### config.mk
export PLATFORM = sky130hd
export DESIGN_NAME = multicycle_control
export DESIGN_NICKNAME = d
export VERILOG_FILES = /design/src/rtl/multicycle_control.sv
export SDC_FILE = /design/constraint.sdc
export NUM_CORES = 1
export LEC_CHECK = 0
export ABC_CLOCK_PERIOD_IN_PS = 3100
export CAP_MARGIN = 20
export CORE_AREA = 4 4 56 58
export CTS_CLUSTER_SIZE = 10
export DETAILED_ROUTE_END_ITERATION = 10
export DIE_AREA = 0 0 60 62
export PLACE_DENSITY_LB_ADDON = 0.15
export SKIP_CTS_REPAIR_TIMING = 1
export SYNTH_ARGS = -nofsm -noshare
export SYNTH_HDL_FRONTEND = slang
export SYNTH_SLANG_ARGS = --single-unit
### constraint.sdc
create_clock -name clk -period 3.1 [get_ports clk]
set_clock_uncertainty 0.2 [all_clocks]
set_input_delay 0.465 -clock clk [delete_from_list [all_inputs] [get_ports clk]]
set_output_delay 0.465 -clock clk [all_outputs]
set_load 0.05 [all_outputs]
### src/rtl/multicycle_control.sv
// Multicycle main control FSM for the MIPS-subset datapath: sequences
// fetch/decode/execute/memory/write-back with a ready-handshake memory.
// Ports: clk, reset (sync, active-high); in = IR[31:26]; mem_ready = memory
// completes this cycle. Outputs: datapath enables/selects (pcwrite,
// pcwritecond, iord, memread, memwrite, irwrite, regdest, regwrite, wdsel,
// alusrca, alusrcb, aluop, pcsource), status pulses (instr_done, illegal,
// bus_error) and the current state for debug.
module multicycle_control #(
    parameter logic [5:0] OP_LW      = 6'b100011,
    parameter logic [5:0] OP_SW      = 6'b101011,
    parameter logic [5:0] OP_BEQ     = 6'b000100,
    parameter logic [5:0] OP_ADDI    = 6'b001000,
    parameter logic [5:0] OP_JALPC   = 6'b011111,
    parameter int         WAIT_LIMIT = 15
) (
    input  logic       clk,
    input  logic       reset,
    input  logic [5:0] in,
    input  logic       mem_ready,
    output logic       pcwrite,
    output logic       pcwritecond,
    output logic       iord,
    output logic       memread,
    output logic       memwrite,
    output logic       irwrite,
    output logic       regdest,
    output logic       regwrite,
    output logic [1:0] wdsel,
    output logic       alusrca,
    output logic [1:0] alusrcb,
    output logic [1:0] aluop,
    output logic [1:0] pcsource,
    output logic       instr_done,
    output logic       illegal,
    output logic       bus_error,
    output logic [3:0] state
);

    localparam int CW = (WAIT_LIMIT > 1) ? $clog2(WAIT_LIMIT + 1) : 1;

    typedef enum logic [3:0] {
        S_FETCH  = 4'd0,
        S_DECODE = 4'd1,
        S_MEMADR = 4'd2,
        S_MEMRD  = 4'd3,
        S_MEMWB  = 4'd4,
        S_MEMWR  = 4'd5,
        S_EXEC   = 4'd6,
        S_RWB    = 4'd7,
        S_BRANCH = 4'd8,
        S_JALPC  = 4'd9,
        S_IEXEC  = 4'd10,
        S_IWB    = 4'd11
    } state_t;

    typedef struct packed {
        logic       pcwrite;
        logic       pcwritecond;
        logic       iord;
        logic       memread;
        logic       memwrite;
        logic       irwrite;
        logic       regdest;
        logic       regwrite;
        logic [1:0] wdsel;
        logic       alusrca;
        logic [1:0] alusrcb;
        logic [1:0] aluop;
        logic [1:0] pcsource;
        logic       instr_done;
        logic       illegal;
        logic       bus_error;
    } ctl_t;

    state_t        cur;
    state_t        nxt;
    logic [CW-1:0] cnt;
    logic          mem_state;
    logic          timeout;
    ctl_t          c;

    // Only the three memory-facing states ever wait on mem_ready.
    assign mem_state = (cur == S_FETCH) || (cur == S_MEMRD) || (cur == S_MEMWR);

    // A ready response in the limit cycle beats the timeout.
    assign timeout = (WAIT_LIMIT != 0) && mem_state && !mem_ready
                     && (cnt == CW'(WAIT_LIMIT));

    always_ff @(posedge clk) begin
        if (reset)
            cur <= S_FETCH;
        else
            cur <= nxt;
    end

    // Cleared on every state entry, including a timeout re-entering FETCH.
    always_ff @(posedge clk) begin
        if (reset)
            cnt <= '0;
        else if (nxt != cur || timeout)
            cnt <= '0;
        else if (mem_state && !mem_ready && cnt != CW'(WAIT_LIMIT))
            cnt <= cnt + 1'b1;
    end

    always_comb begin
        c   = '0;
        nxt = cur;
        case (cur)
            S_FETCH: begin
                c.memread = 1'b1;
                c.alusrcb = 2'd1;
                if (mem_ready) begin
                    c.irwrite = 1'b1;
                    c.pcwrite = 1'b1;
                    nxt       = S_DECODE;
                end
            end
            S_DECODE: begin
                c.alusrcb = 2'd3;
                unique case (1'b1)
                    (in == 6'd0):                 nxt = S_EXEC;
                    (in == OP_LW || in == OP_SW): nxt = S_MEMADR;
                    (in == OP_BEQ):               nxt = S_BRANCH;
                    (in == OP_ADDI):              nxt = S_IEXEC;
                    (in == OP_JALPC):             nxt = S_JALPC;
                    default: begin
                        c.illegal    = 1'b1;
                        c.instr_done = 1'b1;
                        nxt          = S_FETCH;
                    end
                endcase
            end
            S_MEMADR: begin
                c.alusrca = 1'b1;
                c.alusrcb = 2'd2;
                nxt       = (in == OP_SW) ? S_MEMWR : S_MEMRD;
            end
            S_MEMRD: begin
                c.memread = 1'b1;
                c.iord    = 1'b1;
                if (mem_ready) nxt = S_MEMWB;
            end
            S_MEMWB: begin
                c.regwrite   = 1'b1;
                c.wdsel      = 2'd1;
                c.instr_done = 1'b1;
                nxt          = S_FETCH;
            end
            S_MEMWR: begin
                c.memwrite = 1'b1;
                c.iord     = 1'b1;
                if (mem_ready) begin
                    c.instr_done = 1'b1;
                    nxt          = S_FETCH;
                end
            end
            S_EXEC: begin
                c.alusrca = 1'b1;
                c.aluop   = 2'b10;
                nxt       = S_RWB;
            end
            S_RWB: begin
                c.regwrite   = 1'b1;
                c.regdest    = 1'b1;
                c.instr_done = 1'b1;
                nxt          = S_FETCH;
            end
            S_BRANCH: begin
                c.alusrca     = 1'b1;
                c.aluop       = 2'b01;
                c.pcwritecond = 1'b1;
                c.pcsource    = 2'd1;
                c.instr_done  = 1'b1;
                nxt           = S_FETCH;
            end
            S_IEXEC: begin
                c.alusrca = 1'b1;
                c.alusrcb = 2'd2;
                nxt       = S_IWB;
            end
            S_IWB: begin
                c.regwrite   = 1'b1;
                c.instr_done = 1'b1;
                nxt          = S_FETCH;
            end
            S_JALPC: begin
                c.regwrite   = 1'b1;
                c.wdsel      = 2'd2;
                c.pcwrite    = 1'b1;
                c.pcsource   = 2'd2;
                c.instr_done = 1'b1;
                nxt          = S_FETCH;
            end
            default: nxt = S_FETCH;
        endcase
        if (timeout) begin
            c           = '0;
            c.bus_error = 1'b1;
            nxt         = S_FETCH;
        end
        // Nothing may be enabled while reset is held, whatever the state.
        if (reset) c = '0;
    end

    assign pcwrite     = c.pcwrite;
    assign pcwritecond = c.pcwritecond;
    assign iord        = c.iord;
    assign memread     = c.memread;
    assign memwrite    = c.memwrite;
    assign irwrite     = c.irwrite;
    assign regdest     = c.regdest;
    assign regwrite    = c.regwrite;
    assign wdsel       = c.wdsel;
    assign alusrca     = c.alusrca;
    assign alusrcb     = c.alusrcb;
    assign aluop       = c.aluop;
    assign pcsource    = c.pcsource;
    assign instr_done  = c.instr_done;
    assign illegal     = c.illegal;
    assign bus_error   = c.bus_error;
    assign state       = reset ? 4'd0 : cur;

endmodule
# Yosys cells after proc, flatten, opt, wreduce, memory -nomap -nowiden
# Cells that the tools add are included.
[totals]
inputBits = 9
reg_bits = 8
out_inout_bits = 24
[classes]
n_mux = 27
add_sub_neg = 1
eq_ne = 19
reduce_logical = 18
[op_table]
columns = ["cell", "n"]
rows = [
  ["2-to-1 mux 20 bit", 2],
  ["case mux 4 bit (7 select lines)", 1],
  ["equality test 4 bit, second input constant", 5],
  ["2-to-1 mux 4 bit", 5],
  ["case mux 4 bit (5 select lines)", 1],
  ["equality test 4 x 3 -> 1 bit, second input constant", 4],
  ["equality test 6 bit, second input constant", 2],
  ["case mux 2 bit (2 select lines)", 3],
  ["2-to-1 mux 1 bit", 10],
  ["OR reduction 5 bit", 2],
  ["equality test 4 x 2 -> 1 bit, second input constant", 2],
  ["OR reduction 2 bit", 4],
  ["OR reduction 4 bit", 2],
  ["equality test 6 x 3 -> 1 bit, second input constant", 1],
  ["equality test 6 x 4 -> 1 bit, second input constant", 1],
  ["equality test 6 x 5 -> 1 bit, second input constant", 1],
  ["logical NOT 6 bit", 1],
  ["case mux 2 bit (3 select lines)", 1],
  ["adder 4 x 1 -> 4 bit, second input constant", 1],
  ["equality test 4 x 1 -> 1 bit, second input constant", 1],
  ["logical NOT 4 bit", 1],
  ["logical OR 1 bit", 4],
  ["inequality test 4 bit", 1],
  ["inequality test 4 bit, second input constant", 1],
  ["6 further kinds", 8],
]

# Depth between registers and ports, before layout
[logic_depth]
ltp_word = 9
ltp_mapped = 8

# Worst setup path before layout
# Ideal clock, no wire load.
[synth_path]
path_kind = "in2out"
from = "input mem_ready"
to = "output pcsource[0]"
path_buffers = 3
required_ps = 2435
cell_stages = 8
setup_slack_ps = -632
arrival_time_ps = 3067
path_cell_list = "buf_2 nor3_1 a22oi_2 nor2_1 or4_1 clkbuf_1 nor3_1 buf_4"
[synth_via]
elab_chain_cells = 5
[synth_rtl]
columns = ["element", "line_no", "source"]
rows = [
  ["start: declaration", "19", "input logic mem_ready,"],
  ["logical NOT 1 bit", "86", "assign timeout = (WAIT_LIMIT != 0) && mem_state && !mem_ready"],
  ["logical AND 1 bit", "86", ""],
  ["logical AND 1 bit", "87", "&& (cnt == CW'(WAIT_LIMIT));"],
  ["2-to-1 mux 20 bit", "197", "if (timeout) begin"],
  ["2-to-1 mux 20 bit", "203", "if (reset) c = '0;"],
  ["end: declaration", "32", "output logic [1:0] pcsource,"],
]
# No other way between the ends.

# Worst setup path in the final report
[layout_path]
from = "register cur[3]"
to = "output pcsource[0]"
[layout_via]
elab_chain_cells = 7
elab_cells_between_ends = 12
[layout_rtl]
columns = ["element", "line_no", "source"]
rows = [
  ["start: declaration", "75", "state_t cur;"],
  ["start signal: assignment", "93", "cur <= nxt;"],
  ["equality test 4 x 2 -> 1 bit or logical NOT 4 bit (tied branches)", "83", "assign mem_state = (cur == S_FETCH) || (cur == S_MEMRD) || (cur == S_MEMWR);"],
  ["logical OR 1 bit (2 in a row)", "83", ""],
  ["logical AND 1 bit", "86", ""],
  ["logical AND 1 bit", "87", ""],
  ["2-to-1 mux 20 bit (*)", "197", ""],
  ["2-to-1 mux 20 bit (*)", "203", ""],
]
# Every way passes the cells marked *; elsewhere a longest branch is shown, timed or not.

==> flow_metrics.py <==
metrics = {
    "outcome": {
        "status": "finished, final reports clean",
    },
    "critical_path": {
        "worst_ep_arrival_time_ns": 2.25,
        "crit_start": "cur[3]$_SDFF_PP0_",
        "crit_type": "reg -> out",
        "cp-end-kind": "primary output",
        "crit_path_start_kind": "register",
        "required_ns": 2.43,
        "reg2reg_from": "cur[3]$_SDFF_PP0_",
        "cp_max_fo": 12,
    },
    "clock_tree": {
        "insertion_delay_ns": 0.26,
        "clock_sinks": 8,
        "clock_path_buffers": 2,
        "cts_root_buffer": "clkbuf_4",
        "cts_tree": "built",
        "cts_made_buffers": 3,
        "htree_levels": 1,
        "path_clk_slew_ns": 0.05,
    },
    "finish": {
        "n_antenna_cell": 0,
        "stdcell_area_um2": 1620,
        "area_delta_synth_final_pct": 59.4,
        "final_cell_mix": "nor2_1, buf_4, nor3_1",
        "final_cells": 215,
        "fin_nets": 196,
        "drive_above_1_share": 0.283,
        "final_common_cell": "nor2_1",
        "final_util": 0.607,
    },
    "routing": {
        "routedWlPerCell_um": 14.5,
        "ant_nets": 0,
        "route.vias.total": 1223,
        "first_iter_violations": 22,
        "wirelength_mm": 3.11,
        "dr.pass1.iters": 4,
        "route.detailed.drc": 0,
        "via_per_inst": 5.69,
    },
    "global_route": {
        "first_global_vias": 1155,
        "gr-total-overflow": 0,
        "grt_usage": 0.178,
        "grt_max_degree": 22,
        "met1_usage": 0.205,
        "use_met3": 0.0103,
        "antenna_found_initial": 0,
        "grt_util_met2": 0.343,
        "busiest_layer": "met2",
        "grt_pass1_wl_mm": 5.10,
    },
    "logic_synthesis": {
        "synth_seq_cells": 8,
        "ys_seq_area_frac": 0.158,
        "ys.flop_type": "dfxtp_1",
        "synth_cell_type_count": 50,
        "syn-num-nets": 158,
        "synth_edf_count": 0,
        "yosysWarnings": 0,
        "syn_area_um2": 1010,
        "synth_async_sr_flop_share": 0,
        "avgSynthCellArea_um2": 6.85,
        "syn_inst": 148,
    },
    "power_and_ir_drop": {
        "vdd_drop_max_uv": 199,
        "p_seq_frac": 0.333,
        "powerDensity_nw_per_um2": 202,
        "p_int_mw": 0.211,
        "pwr-share-clk": 0.245,
        "p_sw_frac": 0.351,
        "p_sw_mw": 0.114,
        "p_total_mw": 0.326,
        "p_leak_nw": 0.600,
        "combinationalPowerShare": 0.422,
    },
    "place": {
        "place_ws_ns": 0.0390,
        "place_congestion": 0.906,
        "dpl_cell_area_um2": 1590,
        "dp.cells": 212,
        "portBuffers": 32,
        "place_hpwl_mm": 2.56,
    },
    "hold_path": {
        "holdCritStartpoint": "cnt[2]$_SDFFE_PP0P_",
        "min_path_type": "reg -> reg",
    },
    "timing": {
        "final-max-slew-violation-count": 0,
        "fin_hold_ws_ns": 0.332,
        "worst_pin_slew_ns": 0.633,
        "finalSetupViolations": 0,
        "max_freq_ghz": 0.343,
        "worst_slack_ns": 0.185,
        "min_period_over_period": 0.940,
        "finalHoldViolCount": 0,
        "finalCriticalPeriod_ns": 2.92,
        "relSlewSlack": 0.567,
        "fin_setup_tns_ns": 0,
        "grt_setup_unrepaired": "false",
    },
    "floorplanning": {
        "num_rows": 19,
        "die_w_um": 60,
        "dieArea_um2": 3720,
        "core_um2": 2660,
        "die_y_um": 62,
        "initial_core_util": 0.381,
        "ios": 33,
    },
    "run": {
        "cap_violations": 0,
    },
}
cells by family (layout without fill, tap and decap cells):
kind of cell	Yosys count	in the layout	synth area share
flops	8	8	0.158
buf+inv	18	54	0.0852
xor+xnor	6	6	0.0519
fa+ha+maj	1	1	0.0123
mux	1	1	0.00988
simple gates	80	80	0.439
compound gates	34	34	0.243
metal layers:
layer  wire length, µm  vias up
met3               148        7
li1                  -      615
met2              1570       33
met4                55        0
met5                 0        -
met1              1340      568
cells in the mapped netlist (2+ instances only):
library cell / instances / area [µm²]
or3_1: 2 / 12.5
nand2b_1: 2 / 12.5
and3_1: 4 / 25.0
buf_2: 6 / 30.0
nor3_1: 19 / 95.1
dfxtp_1: 8 / 160
or4_1: 2 / 15.0
inv_1: 5 / 18.8
nor4_1: 3 / 18.8
a211oi_1: 3 / 22.5
nand2_1: 8 / 30.0
xnor2_1: 4 / 35.0
xor2_1: 2 / 17.5
o21ai_0: 5 / 25.0
nor2_1: 23 / 86.3
o211ai_1: 2 / 15.0
a21oi_1: 11 / 55.1
clkbuf_1: 4 / 15.0
nand3_1: 4 / 20.0
sequential cells by signal (all words and copies together), names as in the netlist:
signal  cells
cnt         4
cur         4
power by group through the flow:
stage	clock (mW)	sequential, mW	combinational [mW]
floorplan	0	0.109	0.0819
global route	0.0875	0.108	0.148
CTS	0.0836	0.108	0.138
global placement	0	0.110	0.136
detailed placement	0	0.110	0.138
finish	0.0798	0.108	0.138
worst paths after layout:
check                                           end  depth (start not counted)  slack, ns
worst max-delay path                    pcsource[0]                          8       0.18
worst min-delay path            cnt[2]$_SDFFE_PP0P_                          1       0.33
worst max register to register  cnt[3]$_SDFFE_PP0P_                          7       0.51
worst min register to register  cnt[2]$_SDFFE_PP0P_                          1       0.33
worst max-delay path, cell delays in order (launching register included):
cell and delay, ns:
dfxtp_1 0.59, nor3_1 0.13, a22oi_2 0.22, nor2_1 0.07, or4_1 0.39, buf_4 0.18, nor3_2 0.11, buf_4 0.16
buf_12 0.13
layout make-up:
class | instances | area, µm²
clock buffer | 3 | 22.5
fill | 237 | 1050
inverter | 5 | 18.8
multi-input combinational | 122 | 797
sequential | 8 | 160
tap | 31 | 38.8
timing repair buffer | 46 | 578
(Power assumes the default switching activity.)
